==> src/rtl/regfile_mp.sv <==
// regfile_mp: multi-port register file with a zero register, write-first
// read bypass, a register mirrored to a display port and a sequenced bulk clear.
module regfile_mp #(
  parameter int XLEN     = 32,
  parameter int AW       = 5,
  parameter int PORTW    = 16,
  parameter int PORT_REG = (2**AW) - 1
) (
  input  logic            clkIn,
  input  logic            resetIn,
  input  logic [AW-1:0]   rs1In,
  input  logic [AW-1:0]   rs2In,
  input  logic [AW-1:0]   rdIn,
  input  logic [XLEN-1:0] DataIn,
  input  logic            WriteIn,
  input  logic            clrIn,
  output logic [XLEN-1:0] Data1Out,
  output logic [XLEN-1:0] Data2Out,
  output logic [PORTW-1:0] portOut,
  output logic            busyOut,
  output logic            doneOut
);

  localparam int unsigned NREG     = 2**AW;
  localparam logic [AW-1:0] LAST   = '1;
  localparam logic [AW-1:0] PORT_IDX = AW'(PORT_REG);

  typedef enum logic [1:0] {IDLE, CLEAR, DONE} state_t;

  state_t          state_q, state_d;
  logic [AW-1:0]   cnt_q, cnt_d;
  logic [XLEN-1:0] regs_q [NREG];
  logic [XLEN-1:0] regs_d [NREG];
  logic            wr_ok;

  // A write is accepted only when idle, out of reset, and not aimed at x0.
  assign wr_ok = (state_q == IDLE) && WriteIn && (rdIn != '0) && !resetIn;

  // Next-state, clear counter and register-array update.
  always_comb begin
    state_d = state_q;
    cnt_d   = cnt_q;
    regs_d  = regs_q;
    if (wr_ok) begin
      regs_d[rdIn] = DataIn;
    end
    unique case (state_q)
      IDLE: begin
        if (clrIn) begin
          state_d = CLEAR;
          cnt_d   = AW'(1);
        end
      end
      CLEAR: begin
        regs_d[cnt_q] = '0;
        // Stop at the last register instead of letting the counter wrap.
        if (cnt_q == LAST) begin
          state_d = DONE;
          cnt_d   = '0;
        end else begin
          cnt_d = cnt_q + AW'(1);
        end
      end
      DONE: begin
        state_d = IDLE;
      end
      default: begin
        state_d = IDLE;
      end
    endcase
  end

  // State, counter and registers; reset clears everything immediately.
  always_ff @(posedge clkIn or posedge resetIn) begin
    if (resetIn) begin
      state_q <= IDLE;
      cnt_q   <= '0;
      for (int unsigned i = 0; i < NREG; i++) begin
        regs_q[i] <= '0;
      end
    end else begin
      state_q <= state_d;
      cnt_q   <= cnt_d;
      regs_q  <= regs_d;
    end
  end

  // Combinational reads with x0 forced to zero and write-first bypass.
  always_comb begin
    Data1Out = '0;
    Data2Out = '0;
    if (rs1In != '0) begin
      Data1Out = (wr_ok && (rdIn == rs1In)) ? DataIn : regs_q[rs1In];
    end
    if (rs2In != '0) begin
      Data2Out = (wr_ok && (rdIn == rs2In)) ? DataIn : regs_q[rs2In];
    end
  end

  assign portOut = regs_q[PORT_IDX][PORTW-1:0];
  assign busyOut = (state_q != IDLE);
  assign doneOut = (state_q == DONE);

endmodule

==> config.mk <==
export PLATFORM = sky130hd
export DESIGN_NAME = regfile_mp
export DESIGN_NICKNAME = d
export VERILOG_FILES = /design/src/rtl/regfile_mp.sv
export SDC_FILE = /design/constraint.sdc
export NUM_CORES = 2
export LEC_CHECK = 0
export ABC_CLOCK_PERIOD_IN_PS = 43700
export BUFFER_PORTS_ARGS = -buffer_cell sky130_fd_sc_hd__buf_2
export CORE_MARGIN = 5
export CORE_UTILIZATION = 45
export DETAILED_ROUTE_END_ITERATION = 10
export GPL_TIMING_DRIVEN = 0
export SLEW_MARGIN = 5
export SYNTH_ARGS = -nofsm -noshare
export SYNTH_HDL_FRONTEND = slang
export SYNTH_SLANG_ARGS = --single-unit
==> constraint.sdc <==
create_clock -name clkIn -period 43.7 [get_ports clkIn]
set_input_delay 10.925 -clock clkIn [delete_from_list [all_inputs] [get_ports clkIn]]
set_output_delay 10.925 -clock clkIn [all_outputs]
set_load 0.005 [all_outputs]
======== After elaboration in Yosys (flattened, before gate mapping) ========
Cells that the tools add are included.
word-level totals
  input port bits ......................... 51
  output and inout port bits .............. 82
  flip-flop bits (word level) ............. 1031
operators by class
  magnitude comparators ................... 6
  mux-type cells .......................... 23
  bitwise logic cells ..................... 6
  add/sub/neg operators ................... 1
  equality and inequality tests ........... 7
  reduce and logical (&&, ||, !) cells .... 16
operators by type and width
  kind                                                                  number
  1024-bit 2-to-1 mux                                                   2
  1024-bit bitwise AND                                                  1
  1024-bit bitwise mux                                                  1
  1024-bit NOT                                                          1
  32-bit binary-select mux with 5-bit select                            2
  32-bit demux with 5-bit select                                        2
  32-bit 2-to-1 mux                                                     10
  6-bit greater-or-equal comparator, second input constant              4
  5-bit NOT with 6-bit output                                           4
  5-bit nonzero test                                                    3
  6-bit by 1-bit < comparator with 1-bit output, second input constant  2
  5-bit == test                                                         2
  5-bit 2-to-1 mux                                                      2
  5-bit case mux with 2 select lines                                    1
  1-bit logical AND                                                     7
  5-bit by 1-bit adder with 5-bit output, second input constant         1
  5-bit == test, second input constant                                  1
  2-bit 2-to-1 mux                                                      2
  2-bit != test, second input constant                                  2
  2-bit case mux with 2 select lines                                    1
  2-bit AND reduction                                                   2
  2-bit nonzero test                                                    2
  2-bit by 1-bit == test with 1-bit output, second input constant       1
  2-bit == test, second input constant                                  1
  2 further kinds                                                       2

======== Depth between registers and ports, before layout ========
  word-level depth ........................ 9
  gate-level depth with buffers ........... 10
  mapped depth without buffers ............ 6

======== Least setup slack after synthesis ========
OpenSTA, ideal clock, no wires.
  path kind ............................... input port to output port
  from .................................... input port rs2In[1]
  to ...................................... output port Data2Out[10]
  stages on the path ...................... 8
  path buffers ............................ 5
  arrival ................................. 12.622 ns
  required time ........................... 32.775 ns
  path slack .............................. 20.153 ns
  path through ............................ buf_2 > buf_2 > buf_2 > buf_4 > clkbuf_1 > mux4_2 > o211ai_1 > a31oi_1
between the ends
  longest elaborated chain between the ends .. 6
  elaborated cells on any way between the ends .. 9
ends and longest elaborated chain
  item                                                  RTL line  RTL
  start: declaration                                    12        input logic [AW-1:0] rs2In,
  5-bit NOT with 6-bit output (implied by the code)     96        Data2Out = (wr_ok && (rdIn == rs2In)) ? DataIn : regs_q[rs2In];
  32-bit binary-select mux with 5-bit select            96
  32-bit 2-to-1 mux (implied by the code) (2 in a row)  96
  32-bit 2-to-1 mux                                     96
  32-bit 2-to-1 mux (*)                                 95        if (rs2In != '0) begin
  end: declaration                                      18        output logic [XLEN-1:0] Data2Out,
Mark *: on every way between the ends. The rest lies on a longest branch, timed or not. The select of a mux whose other input is x is not followed.

======== Worst setup path after layout ========
  from .................................... input port rs1In[2]
  to ...................................... output port Data1Out[16]
between the ends
  longest elaborated chain between the ends .. 6
  elaborated cells on any way between the ends .. 9
ends and longest elaborated chain
  item                                                  RTL line  RTL
  start: declaration                                    11        input logic [AW-1:0] rs1In,
  5-bit NOT with 6-bit output (implied by the code)     93        Data1Out = (wr_ok && (rdIn == rs1In)) ? DataIn : regs_q[rs1In];
  32-bit binary-select mux with 5-bit select            93
  32-bit 2-to-1 mux (implied by the code) (2 in a row)  93
  32-bit 2-to-1 mux                                     93
  32-bit 2-to-1 mux (*)                                 92        if (rs1In != '0) begin
  end: declaration                                      17        output logic [XLEN-1:0] Data1Out,
Marks and branches as above.

==> flow_summary.yaml <==
yosys:
  syn_inst: 6009
  ys_types: 57
  yosysWarnings: 0
  synth-edff-count: 0
  ys_seq_elements: 1031
  syn_area_per_cell_um2: 9.90
  syn-num-nets: 6065
  async_flop_share_pct: 100
  synth_area_mm2: 0.0595
  ys.flop_type: "dfrtp_1"
  seq_area_frac_synth_pct: 43.4
sta:
  rsz0062_at_grt: "false"
  slew_headroom_pct: -1.03
  setup_viol: 0
  finalCritPeriodShare_pct: 62.4
  hold_violations: 0
  finalWorstSetupSlack_ns: 16.45
  worst_pin_slew_ns: 1.52
  maxSlewViolCount: 11
  setup_tns_ns: 0
  fmax_mhz: 36.7
  worst_clock_skew_ns: 0.0234
  period_needed_ns: 27.25
placed_design:
  place_congestion: 1.05
  dp_hpwl_um: 225000
  place_ws_ns: 16.89
  portBuffers: 96
cells_and_area:
  layout-drive-gt1-share_pct: 14.4
  regArea_mm2: 0.0258
  nFillCells: 12400
  syn2layout_area_growth_pct: 12.2
  multi_input_area_mm2: 0.0305
  final_nets: 6293
  final_common_cell: "nand2_1"
  final_cell_mix: "nand2_1, dfrtp_1, a21oi_1"
worst_setup_path:
  path_class: "in -> out"
  r2r_cells: 9
  cp.arrival_ns: 16.32
  reg2reg_to: "regs_q[749]$_DFF_PP0_"
  endpoint_kind: "output port"
  timing.rr.start: "state_q[1]$_DFFE_PP0P_"
  cp-start-kind: "primary input"
  critical_path.endpoint: "Data1Out[16]"
  crit_start: "rs1In[2]"
  crit_fanout: 10
  reg2reg_slack_ns: 39.42
  worstPathRequired_ns: 32.78
power:
  sw_frac_of_total_pct: 31.0
  comb_power_share_pct: 16.8
  internal-power_mw: 1.79
  p_seq_share_pct: 40.4
  power_switching_mw: 0.802
  p_clk_share_pct: 42.7
  peakVddDrop_uv: 31.5
  power.leakage_nw: 28.4
  power.density_mw_per_mm2: 38.8
flow_run:
  cap_violations: 1
global_routing:
  grt_pass1_wl_um: 402000
  antenna_found_initial: 17
  grt_overflow: 0
  grt_pass1_vias: 51900
  grt_usage_pct: 40.5
  grt_max_degree: 116
clocking:
  clk_latency_ns: 0.78
  cts_root_buffer: "clkbuf_16"
  cts_buffers: 118
  post_cts.repair.setup_buffers: 0
  cts_tree: "built"
  htree_levels: 3
  clock_sinks: 1031
  clkTransAtPathRegs_ns: 0.06
  cts_resized: 0
  cts-hold-fix-buffers: 0
  max-clock-path-buffers: 3
drt:
  drt_pre_antenna_iters: 8
  routedWlPerCell_um: 35.9
  drt-total-wl_um: 291000
  vias: 54300
  postRouteAntennaNets: 0
  viasPerCell: 6.70
  drc_errors: 0
  drt_iter0_drc: 8088
worst_hold_path:
  hp-class: "reg -> reg"
  worstHoldPathCells: 1
floorplan:
  num_io_pins: 133
  row_count: 133
  die_w_um: 374
  die_h_um: 374
  start_util_pct: 45.2
  core-area_mm2: 0.131
  fp.dieArea_mm2: 0.140
run_status:
  status: "finished, violations left"
  violations: "capacitance limit, slew limit"
[power groups by stage]
stage	Combinational (mW)	Sequential, mW	Clock [mW]
after floorplan	0.241	1.05	0
after detailed placement	0.419	1.06	0
after global routing	0.448	1.05	1.15
after global placement	0.412	1.06	0
after CTS	0.420	1.04	1.11
final	0.436	1.05	1.11
[stage by stage]
step / cell area [µm²] / std cells / total power [mW] / hold slack, ns / utilization (%)
2_1_floorplan: 59500 / 6009 / 1.29 / 0.475 / -
3_3_place_gp: 62200 / 7860 / 1.47 / 0.494 / 47.3
3_5_place_dp: 62500 / 7872 / 1.48 / 0.496 / 47.5
4_1_cts: 66700 / 8091 / 2.57 / 0.515 / 50.8
5_1_grt: 66700 / 8091 / 2.65 / 0.534 / 50.8
6_report: 66800 / 8099 / 2.59 / 0.517 / 50.8
[worst max-delay path: stages]
cell      delay (ns)
clkbuf_1        0.65
or2_2           0.23
clkbuf_1        0.81
nor2_1          0.64
clkbuf_1        0.72
a221oi_1        0.81
o211ai_1        0.38
a31oi_1         0.87
buf_2           0.26
[layer usage]
layer  share of wire (%)  track usage, %  routed length, µm  vias up
li1                    -               -                  -    22000
met1                  39            54.2             112000    27600
met2                  42            57.6             121000     3768
met3                  11            12.0              33400      879
met4                 8.1            25.7              23600       16
met5               0.033               0                 96        -
[cells by family after synthesis]
kind of cell / count (synthesis) / share of synthesized area, %
simple gates: 2036 / 14.4
compound gates: 1207 / 12.5
flops: 1031 / 43.4
mux: 1027 / 24.1
buf+inv: 693 / 5.38
xor+xnor: 10 / 0.147
fa+ha+maj: 5 / 0.105
[final cells by class]
| type | instances | share of cell area (%) |
|---|---|---|
| clock inverter | 49 | 1.12 |
| antenna | 8 | 0.0300 |
| timing repair buffer | 108 | 1.15 |
| sequential | 1031 | 38.6 |
| tap | 1755 | 3.29 |
| multi-input combinational | 4285 | 45.7 |
| buffer | 684 | 4.76 |
| clock buffer | 170 | 5.23 |
| inverter | 9 | 0.0619 |
[sequential cells by signal, summed over array words and instances, names as in the netlist]
register,count
cnt_q,5
portOut,16
state_q,2
regs_q,1008
[synthesized netlist by cell type (all sizes together) (2+ instances only)]
library cell  instances  area share (%)
nor3                 24            0.20
a31oi                49            0.52
nand3               346             2.9
o221ai               29            0.43
nand4                 3           0.032
and3b                 2           0.029
and2                 37            0.39
or3                   9            0.10
nor3b                 4           0.050
dfrtp              1031              43
or2                   6           0.063
a21oi               739             6.2
inv                   8           0.050
nor2b                 6           0.063
mux4                320              12
a211o                 2           0.029
mux2i               679              11
xor2                 10            0.15
nand2              1241             7.8
o31ai                33            0.42
or3b                  2           0.029
nand3b                6           0.076
a22oi                 4           0.050
o21ai                 2           0.017
nand2b                8           0.084
mux2                 28            0.53
a21o                 16            0.20
a311oi               15            0.22
nor4                  4           0.063
o211ai               95             1.2
a221oi              153             2.3
a22o                 18            0.27
nor2                334             2.4
o22ai                14            0.15
o22a                 33            0.49
clkbuf              448             2.8
ha                    5            0.11
buf                 236             2.5
and3                  3           0.032
[how the worst min path moves through the flow]
stage                                      start                     end  slack (ns)
final                     regs_q[1015]$_DFF_PP0_  regs_q[1015]$_DFF_PP0_        0.52
after global routing       regs_q[993]$_DFF_PP0_   regs_q[993]$_DFF_PP0_        0.53
after CTS                 regs_q[1021]$_DFF_PP0_  regs_q[1021]$_DFF_PP0_        0.51
after detailed placement  regs_q[1021]$_DFF_PP0_  regs_q[1021]$_DFF_PP0_        0.50
after global placement    regs_q[1021]$_DFF_PP0_  regs_q[1021]$_DFF_PP0_        0.49
after floorplan           regs_q[1023]$_DFF_PP0_  regs_q[1023]$_DFF_PP0_        0.47
Note: power is estimated with default switching activity, not from simulation.
